[src/rtl/circ06_pkg.sv]
// Shared constants and helpers for the circ06 pipelined two-output datapath.
package circ06_pkg;

  localparam int unsigned DefaultWidth = 4;
  localparam int unsigned DefaultDepth = 2;
  localparam bit          DefaultRegU  = 1'b0;

  // Enabled edges from capture to the first cycle the result shows on v.
  function automatic int unsigned lat(input int unsigned depth);
    return 3 + depth;
  endfunction

  // Per-lane value that v produces for one sample.
  function automatic logic lane_v(input logic a, input logic b, input logic c);
    return (a & ~b) | c;
  endfunction

endpackage

[src/rtl/circ06_stage.sv]
// One pipeline stage: data register plus valid bit, held while en=0, cleared by rst.
module circ06_stage #(
  parameter int unsigned Width = 4
) (
  input  logic             clk,
  input  logic             rst,
  input  logic             en,
  input  logic [Width-1:0] d_i,
  input  logic             valid_i,
  output logic [Width-1:0] q_o,
  output logic             valid_o
);

  logic [Width-1:0] q_q;
  logic             valid_q;

  // Data follows en regardless of valid; bubbles carry don't-care data.
  always_ff @(posedge clk) begin
    if (rst) begin
      q_q     <= '0;
      valid_q <= 1'b0;
    end else if (en) begin
      q_q     <= d_i;
      valid_q <= valid_i;
    end
  end

  assign q_o     = q_q;
  assign valid_o = valid_q;

endmodule

[src/rtl/circ06_pipe.sv]
// WIDTH-lane datapath: u = b & c (optionally registered), v = (a & ~b) | c through a
// three-stage NAND pipeline followed by DEPTH retiming stages.
module circ06_pipe
  import circ06_pkg::*;
#(
  parameter int unsigned WIDTH = DefaultWidth,
  parameter int unsigned DEPTH = DefaultDepth,
  parameter bit          REG_U = DefaultRegU
) (
  input  logic             clk,
  input  logic             rst,
  input  logic             en,
  input  logic             in_valid,
  input  logic [WIDTH-1:0] a,
  input  logic [WIDTH-1:0] b,
  input  logic [WIDTH-1:0] c,
  output logic [WIDTH-1:0] u,
  output logic [WIDTH-1:0] v,
  output logic             v_valid,
  output logic             busy
);

  logic [3*WIDTH-1:0] s1_q;
  logic [2*WIDTH-1:0] s2_q;
  logic [WIDTH-1:0]   a1, nb1, nc1, t2, nc2;
  logic               val1, val2;

  // Index 0 is S3; index DEPTH is the last retiming stage.
  logic [WIDTH-1:0]   v_chain [DEPTH+1];
  logic [DEPTH:0]     val_chain;

  circ06_stage #(
    .Width (3 * WIDTH)
  ) u_s1 (
    .clk     (clk),
    .rst     (rst),
    .en      (en),
    .d_i     ({a, ~b, ~c}),
    .valid_i (in_valid),
    .q_o     (s1_q),
    .valid_o (val1)
  );

  assign a1  = s1_q[3*WIDTH-1:2*WIDTH];
  assign nb1 = s1_q[2*WIDTH-1:WIDTH];
  assign nc1 = s1_q[WIDTH-1:0];

  circ06_stage #(
    .Width (2 * WIDTH)
  ) u_s2 (
    .clk     (clk),
    .rst     (rst),
    .en      (en),
    .d_i     ({~(a1 & nb1), nc1}),
    .valid_i (val1),
    .q_o     (s2_q),
    .valid_o (val2)
  );

  assign t2  = s2_q[2*WIDTH-1:WIDTH];
  assign nc2 = s2_q[WIDTH-1:0];

  // ~(~(a & ~b) & ~c) == (a & ~b) | c
  circ06_stage #(
    .Width (WIDTH)
  ) u_s3 (
    .clk     (clk),
    .rst     (rst),
    .en      (en),
    .d_i     (~(t2 & nc2)),
    .valid_i (val2),
    .q_o     (v_chain[0]),
    .valid_o (val_chain[0])
  );

  for (genvar i = 0; i < DEPTH; i++) begin : g_retime
    circ06_stage #(
      .Width (WIDTH)
    ) u_r (
      .clk     (clk),
      .rst     (rst),
      .en      (en),
      .d_i     (v_chain[i]),
      .valid_i (val_chain[i]),
      .q_o     (v_chain[i+1]),
      .valid_o (val_chain[i+1])
    );
  end

  assign v       = v_chain[DEPTH];
  assign v_valid = val_chain[DEPTH];
  assign busy    = val1 | val2 | (|val_chain);

  if (REG_U) begin : g_u_reg
    logic [WIDTH-1:0] u_q;

    always_ff @(posedge clk) begin
      if (rst) begin
        u_q <= '0;
      end else if (en) begin
        u_q <= b & c;
      end
    end

    assign u = u_q;
  end else begin : g_u_comb
    assign u = b & c;
  end

endmodule

[config.mk]
export PLATFORM = sky130hd
export DESIGN_NAME = circ06_pipe
export DESIGN_NICKNAME = d
export VERILOG_FILES = /design/src/rtl/circ06_pkg.sv /design/src/rtl/circ06_stage.sv /design/src/rtl/circ06_pipe.sv
export SDC_FILE = /design/constraint.sdc
export NUM_CORES = 1
export LEC_CHECK = 0
export CAP_MARGIN = 20
export CORE_AREA = 4 4 62 59
export DETAILED_ROUTE_END_ITERATION = 10
export DIE_AREA = 0 0 66 63
export DONT_BUFFER_PORTS = 1
export PLACE_DENSITY = 0.62
export SYNTH_ARGS = -nofsm -noshare
export SYNTH_HDL_FRONTEND = slang
export SYNTH_SLANG_ARGS = --single-unit
[constraint.sdc]
create_clock -name clk -period 1 [get_ports clk]
set_input_delay 0.2 -clock clk [delete_from_list [all_inputs] [get_ports clk]]
set_output_delay 0.2 -clock clk [all_outputs]
set_load 0.01 [all_outputs]
Word-level counts from Yosys, hierarchy flattened
Cells that the tools add are included.
- reduce and logical (&&, ||, !) cells: 1
- shift operators: 0
- mux-type cells: 0
- equal/unequal tests: 0
- multipliers: 0
- order comparisons: 0
- div/mod/pow operators: 0
- add/subtract/negate cells: 0
- bitwise logic cells: 9
- operators with widths (cell ; number):
    NOT 4 bit ; 4
    AND 4 bit ; 3
    OR reduction 3 bit ; 1
    bitwise OR 1 bit ; 2
- ROM bits: 0
- register bits: 37
- bits in writable memories: 0
- latch bits: 0
- output and inout bits: 10
- memories: 0
- logic and storage cells: 20
- input port bits: 16

Depth between registers and ports, before layout
Gate-level depths: netlist of run 1.
- depth in word-level cells: 2
- gate-level depth with buffers: 4
- depth with buffers taken out: 2

Cells and area by module
From an unflattened synthesis of run 1, not the netlist that was laid out.
- cells, all modules: 142
- area, all modules: 1421.4 µm²
- modules (own cells, without submodules) (module ; cells each ; area an instance (µm²) ; times used):
    circ06_stage at g_retime[0].u_r ... ; 16 ; 180.2 ; 3
    circ06_stage at u_s1 ; 42 ; 474.2 ; 1
    circ06_stage at u_s2 ; 29 ; 319.1 ; 1
    circ06_pipe ; 23 ; 87.6 ; 1

Least setup slack after synthesis of run 1
Ideal clock, no wire load.
- path type: input to register
- start point: input port en
- end point: register u_s1.q_q[10], in the netlist u_s1.q_o[10]
- arrival: 690 ps
- path buffers: 2
- stages: 4
- required time: 883 ps
- path slack: 193 ps
- cells stage by stage: buf_6 buf_8 mux2i_1 nor2_1
- RTL lines (what ; line ; source):
    start: declaration ; circ06_pipe.sv:12 ; input logic en,
    end signal: assignment ; circ06_stage.sv:23 ; q_q <= d_i;
    end: declaration ; circ06_stage.sv:14 ; logic [Width-1:0] q_q;

Final worst setup path of run 1
- start point: register u_s2.valid_q, in the netlist u_s2.valid_o
- end point: output port busy
- longest elaborated chain between the ends: 2
- RTL lines (what ; line ; source):
    start: declaration ; circ06_stage.sv:15 ; logic valid_q;
    start signal: assignment ; circ06_stage.sv:24 ; valid_q <= valid_i;
    bitwise OR 1 bit (2 in series) ; circ06_pipe.sv:92 ; assign busy = val1 | val2 | (|val_chain);
    end: declaration ; circ06_pipe.sv:20 ; output logic busy
Every way passes these cells.

==> results of run 1 <==
[Yosys cell counts]
cell / count
a311oi_2: 8
nand2_1: 1
buf_4: 2
buf_8: 1
a211oi_2: 8
buf_2: 2
buf_12: 1
buf_6: 4
and2_1: 4
nor3_1: 1
nor2_1: 38
dfxtp_1: 37
mux2i_1: 21
[stage by stage]
stage	power (mW)	setup TNS [ps]	instances	cell area, um^2	setup WS [ps]
finish	2.48	-143	170	1470	-143
global route	2.63	-228	170	1470	-228
CTS	2.53	-183	170	1470	-183
detailed placement	1.80	0	160	1400	147
global placement	1.79	0	160	1400	205
floorplan	1.87	0	128	1450	193
[sequential cells by signal, indices dropped and copies added (netlist names)]
register and count:
g_retime.u_r.q_o 8, g_retime.u_r.valid_o 2, u_s1.q_o 12, u_s1.valid_o 1, u_s2.q_o 8, u_s2.valid_o 1, u_s3.q_o 4, u_s3.valid_o 1
[area by class of cell]
class / instances / area share
multi-input cells: 81 / 0.415
clock buffers: 8 / 0.0331
flip-flops and latches: 37 / 0.506
repair buffers: 2 / 0.0102
well taps: 42 / 0.0357
[logic make-up (layout without fill, tap and decap cells)]
kind of cell / after synthesis / in the layout / synth area share
buffers and inverters: 10 / 10 / 0.0723
AOI/OAI and AO/OA: 16 / 16 / 0.152
and+or+nand+nor: 44 / 44 / 0.121
muxes: 21 / 21 / 0.145
DFF: 37 / 37 / 0.510
[layer usage]
layer,global-route usage,vias up,share of wire
li1,-,440,-
met1,0.125,411,0.46
met2,0.198,18,0.45
met3,0.0773,6,0.077
met4,0.0533,0,0.019
met5,0,-,0
[repair_timing]
item | in CTS | in global routing
pin swaps | 2 | 0
buffers inserted | 2 | 0
gates resized for setup | 3 | 1
endpoints found under the hold margin | 37 | 37
endpoints found under the setup margin | 1 | 2
[worst max path at each step]
stage | slack, ps | end | start | cells past startpoint
global route | -230 | busy | u_s2.valid_o | 2
global placement | 200 | busy | u_s3.valid_o | 2
detailed placement | 150 | busy | u_s3.valid_o | 2
floorplan | 190 | u_s1.q_o[10] | en | 4
CTS | -180 | busy | u_s2.valid_o | 2
finish | -140 | busy | u_s2.valid_o | 2
[power by group through the flow]
stage	Clock (mW)	Combinational, mW	Sequential [mW]
5_1_grt	0.836	0.181	1.62
2_1_floorplan	0	0.238	1.63
6_report	0.713	0.158	1.61
3_3_place_gp	0	0.149	1.64
4_1_cts	0.766	0.161	1.61
3_5_place_dp	0	0.156	1.64
==> metrics.md, run 1 <==
| Metric | Value |
|---|---|
| R2r endpoint | `u_s3.valid_o` |
| Min-delay worst type | `input pin to flop` |
| Post-route minimum period | `1140 ps` |
| Area leader, netlist | `dfxtp_1` |
| # rows | `19` |
| CTS clock-pin slew for the worst setup and hold paths | `100 ps` |
| Clock Tree Root | `clkbuf_4` |
| Vias in the first global route | `898` |
| Commonest cells after routing, fill and taps aside | `38 x nor2_1, 34 x dfxtp_1, 21 x mux2i_1` |
| CP cell instances | `nor3_2 > nand2_1` |
| Slew HR | `0.901` |
| DR DRC count | `0` |
| Syn. warnings | `0` |
| Seq pwr share | `0.648` |
| Post-Syn Area per Cell | `between 10 and 15 um^2` |
| Mapped Nets | `approximately 140` |
| CP Launch Type | `flop` |
| H-tree depth | `2` |
| GRT Overall Usage | `0.123` |
| FF+latch count, synth | `37` |
| Multi-input logic area | `612 um^2` |
| Final Util | `0.496` |
| R2R depth | `3` |
| Register area share after synthesis | `0.510` |
| Deepest clock path buffer count | `2` |
| WP buf/inv | `0` |
| Clock tree sinks | `37` |
| Crit path kind | `flop to primary output` |
| Layout Skew | `3.72 ps` |
| WP data arrival | `about 940 ps` |
| Post-detailed-route count of antenna-violating nets | `0` |
| LEAKAGE | `0.583 nW` |
| DR vias | `roughly 900` |
| Final Cycle Share | `1.14` |
| Setup violators final | `1` |
| GPL Wtd Cong | `0.676` |
| Fin. Hold Viols | `37` |
| Largest net degree at the start of global routing | `54` |
| Ant. Diodes | `0` |
| WHS Path Cells | `1` |
| Hold Path End | `g_retime[1].u_r.q_o[1]` |
| Skew-Pair Late Insertion Delay | `330 ps` |
| Num CTS Buffers | `5` |
| Crit. End Element | `primary output` |
| Net Sw Frac | `0.219` |
| CP delay by family, top | `flip-flops` |
| Synth top area share | `0.510` |
| Worst Setup Slack, final | `-143 ps` |
| FILL cells | `300` |
| GRT overflow | `0` |
| Synthesized instance count | `between 100 and 150` |
| Initial antenna violation count | `0` |
| Drt first pass iters | `2` |
| Critical Path RT | `800 ps` |
| Starting DRT DRC Count | `13` |
| Reg2reg start | `u_s3.valid_o` |
| Final net count | `143` |
| MaxCap Viol Count | `0` |
| Synthesized cell area | `0.00145 mm^2` |
| Combinational group share of total power | `0.064` |
| Slew @ Worst Pin | `145 ps` |
| Layout area overhead | `1.38%` |
| Violated checks | `hold timing, setup timing` |
| Clock share of power | `0.288` |
| TritonCTS clock tree | `built` |
| Vias per cell | `5.15` |
| Outcome | `complete, but fails checks` |
| Ports | `26` |
| Slew Viols, Final | `0` |
| Hold Slack | `-70.0 ps` |
| Drt total wl | `2200 um` |
| Worst-path maximum fanout | `2` |
| Dpl hpwl | `1430 um` |
| Critical-path cell with the highest stage delay | `dfxtp_2` |
| R2R setup slack | `220 ps` |
| Cell variety after synth | `13` |
| I/O Buffers | `0` |
| Die area | `0.00416 mm^2` |
| Core area | `0.00297 mm^2` |
| VDD IR max | `858 uV` |
| Max Fclk | `roughly 0.88 GHz` |
| Die width | `66 um` |
| Share of cells above drive strength 1 | `0.211` |
| P_int | `about 1.9 mW` |
| PD cells | `1680 mW/mm^2` |
| Hold Crit Start | `rst` |
| Switching pwr | `544 uW` |
| First-pass GRT wire length | `3890 um` |
| Critical Path Max Stage Delay | `~330 ps` |
| RSZ-0062 raised after global routing | `yes` |
| Initial core utilization | `0.489` |
| Average wire per standard cell | `12.9 um` |
| Synth top area cells | `dfxtp_1 51%, mux2i_1 14%, nor2_1 9.8%` |
| Most common cell after layout, fill and taps aside | `nor2_1` |
| Storage cell area | `744 um^2` |
| Die Y | `approximately 63 um` |
No activity file was read; power rests on OpenSTA's default activity.
==> run 2, diff against run 1 <==
CORE_AREA = 4 4 57 54   (was 4 4 62 59)
DIE_AREA = 0 0 61 58   (was 0 0 66 63)
PLACE_DENSITY = 0.73   (was 0.62)
==> run 2 against run 1 <==
  * Critical path type unchanged
  * Clock skew fell by 2.0 ps
  * Final area down 1.2%
  * Register-to-register slack got worse by 20 ps
  * The run still ends with hold timing, setup timing left
  * Combinational power barely moved
  * Utilization grew 10 points
  * Count of clock-buffer cells in the layout unchanged
  * Hold slack better by 6.0 ps
  * Via count is 3.0% lower
  * Sequential share of layout area is 0.61 points higher
==> metrics.md, run 2 (synthesis gave the netlist of run 1 again) <==
| Metric | Value |
|---|---|
| Net Sw Frac | `0.214 (-0.00544)` |
| Crit. Startpoint | `u_s2.valid_o` |
| MaxCap Viol Count | `0 (unchanged)` |
| Hold Slack | `-64.0 ps (+5.96 ps)` |
| Max Fclk | `0.897 GHz (+2.5%)` |
| Die width | `61 um (-7.6%)` |
| Vias in the first global route | `791 (-12%)` |
| Commonest cells after routing, fill and taps aside | `38 x nor2_1, 34 x dfxtp_1, 21 x mux2i_1` |
| VDD IR max | `1320 uV (+54%)` |
| RSZ-0062 raised after global routing | `yes` |
| H-tree depth | `2 (unchanged)` |
| Crit path to | `busy` |
| Clock Tree Root | `clkbuf_4` |
| Setup violators final | `1 (unchanged)` |
| Skew-Pair Late Insertion Delay | `320 ps (about the same)` |
| Switching pwr | `526 uW (-3.2%)` |
| Outcome | `complete, but fails checks` |
| Ant. Diodes | `0 (unchanged)` |
| Num CTS Buffers | `5 (unchanged)` |
| DP Cell Count | `146 (-8.8%)` |
| Share of cells above drive strength 1 | `0.211 (unchanged)` |
| Layout Skew | `1.73 ps (-1.99 ps)` |
| GPL Wtd Cong | `0.676 (about the same)` |
| Slew HR | `0.879 (-0.0214)` |
| Die area | `0.00354 mm^2 (-15%)` |
| Dpl hpwl | `1310 um (-8.4%)` |
| Drt first pass iters | `4 (+2)` |
| Ports | `26 (unchanged)` |
| CP Launch Type | `flop` |
| Layout area overhead | `0.173%` |
| Final Cycle Share | `1.11 (-0.0281)` |
| Fin. Hold Viols | `37 (unchanged)` |
| Post-route minimum period | `1110 ps (-28.1 ps)` |
| DR vias | `849 (-3.0%)` |
| Worst-path maximum fanout | `2 (unchanged)` |
| Slew Viols, Final | `0 (unchanged)` |
| R2R depth | `3 (unchanged)` |
| PD cells | `1690 mW/mm^2 (+0.45%)` |
| P_int | `1.93 mW (about the same)` |
| Seq pwr share | `0.653 (+0.005)` |
| Min-delay worst type | `input pin to flop` |
| GRT Overall Usage | `0.138 (+0.0148)` |
| Slew @ Worst Pin | `176 ps (+31.2 ps)` |
| Deepest clock path buffer count | `2 (unchanged)` |
| Largest net degree at the start of global routing | `54 (unchanged)` |
| Die Y | `58 um (-7.9%)` |
| Reg2reg start | `u_s3.valid_o` |
| Post-route insts no fill | `156 (-8.2%)` |
| Initial core utilization | `0.599 (+0.110)` |
| Core area | `0.00242 mm^2 (-18%)` |
| Initial antenna violation count | `0 (unchanged)` |
| Critical Path RT | `800 ps (about the same)` |
| Clock share of power | `0.283 (-0.005)` |
| Post-detailed-route count of antenna-violating nets | `0 (unchanged)` |
| I/O Buffers | `0 (unchanged)` |
| Setup TNS | `-115 ps (+28.1 ps)` |
| GRT overflow | `0 (unchanged)` |
| TritonCTS clock tree | `built` |
| LEAKAGE | `0.583 nW (unchanged)` |
| Final net count | `143 (unchanged)` |
| Crit path kind | `flop to primary output` |
| WHS Path Cells | `1 (unchanged)` |
| Vias per cell | `5.44 (+5.7%)` |
| Clock tree sinks | `37 (unchanged)` |
| R2R setup slack | `200 ps (-20 ps)` |
| First-pass GRT wire length | `3560 um (-8.5%)` |
| Starting DRT DRC Count | `32 (+19)` |
| WP data arrival | `910 ps (-30 ps)` |
| Violated checks | `hold timing, setup timing` |
| Combinational group share of total power | `0.064 (about the same)` |
| Crit. End Element | `primary output` |
| Most common cell after layout, fill and taps aside | `nor2_1` |
| Max reg flops | `12 (unchanged)` |
| CTS clock-pin slew for the worst setup and hold paths | `90 ps (about the same)` |
| Worst Setup Slack, final | `-115 ps (+28.1 ps)` |
| Drt total wl | `2070 um (-5.7%)` |
| DR DRC count | `0 (unchanged)` |
| Average wire per standard cell | `13.3 um (+2.8%)` |
| R2r endpoint | `g_retime[0].u_r.valid_o` |
| # rows | `17 (-2)` |
run 2: cell counts in the layout (fill, tap and decap cells not counted):
No cell type changed its count.
run 2: per-stage QoR:
stage | utilization | setup WS, ps | total power, mW | hold slack [ps] | cell area (um^2)
floorplan | - | 193 | 1.87 | 297 | 1450
global placement | 0.570 | 208 | 1.79 | 276 | 1380
detailed placement | 0.570 | 205 | 1.79 | 278 | 1380
CTS | 0.600 | -138 | 2.50 | -78.9 | 1460
global route | 0.600 | -180 | 2.62 | -107 | 1460
finish | 0.600 | -115 | 2.46 | -64.0 | 1460
run 2: what timing repair did:
item | CTS | global route
setup buffers | 2 | 0
pin swaps | 2 | 0
gates resized for setup | 4 | 0
setup endpoints to repair | 1 | 1
hold endpoints to repair | 37 | 37
run 2: how the worst min path moves through the flow:
stage                     from                      to
after floorplan           c[0]             u_s1.q_o[0]
after global placement     rst  g_retime[1].u_r.q_o[1]
after detailed placement   rst  g_retime[0].u_r.q_o[1]
after CTS                  rst            u_s2.valid_o
after global routing       rst             u_s1.q_o[7]
final                      rst  g_retime[1].u_r.q_o[2]
run 2: worst max-delay path: stages, from the launching register on:
cell,delay (ps)
dfxtp_2,330
nor3_2,150
nand2_1,110
run 2: final cells by class:
class                      count  area (um^2)
clock buffer                   8         48.8
fill                         223          970
multi-input combinational     81          612
sequential                    37          744
tap                           28         35.0
timing repair buffer           2         15.0
run 2: layer usage:
metal,track usage,wire [um]
met1,0.171,937
met2,0.197,935
met3,0.0624,151
met4,0.0743,48
met5,0,0
run 2: power groups by stage:
stage	combinational, mW	clock (mW)	sequential, mW
floorplan	0.238	0	1.63
global placement	0.149	0	1.64
detailed placement	0.155	0	1.64
CTS	0.160	0.735	1.61
global route	0.178	0.822	1.62
finish	0.157	0.697	1.61
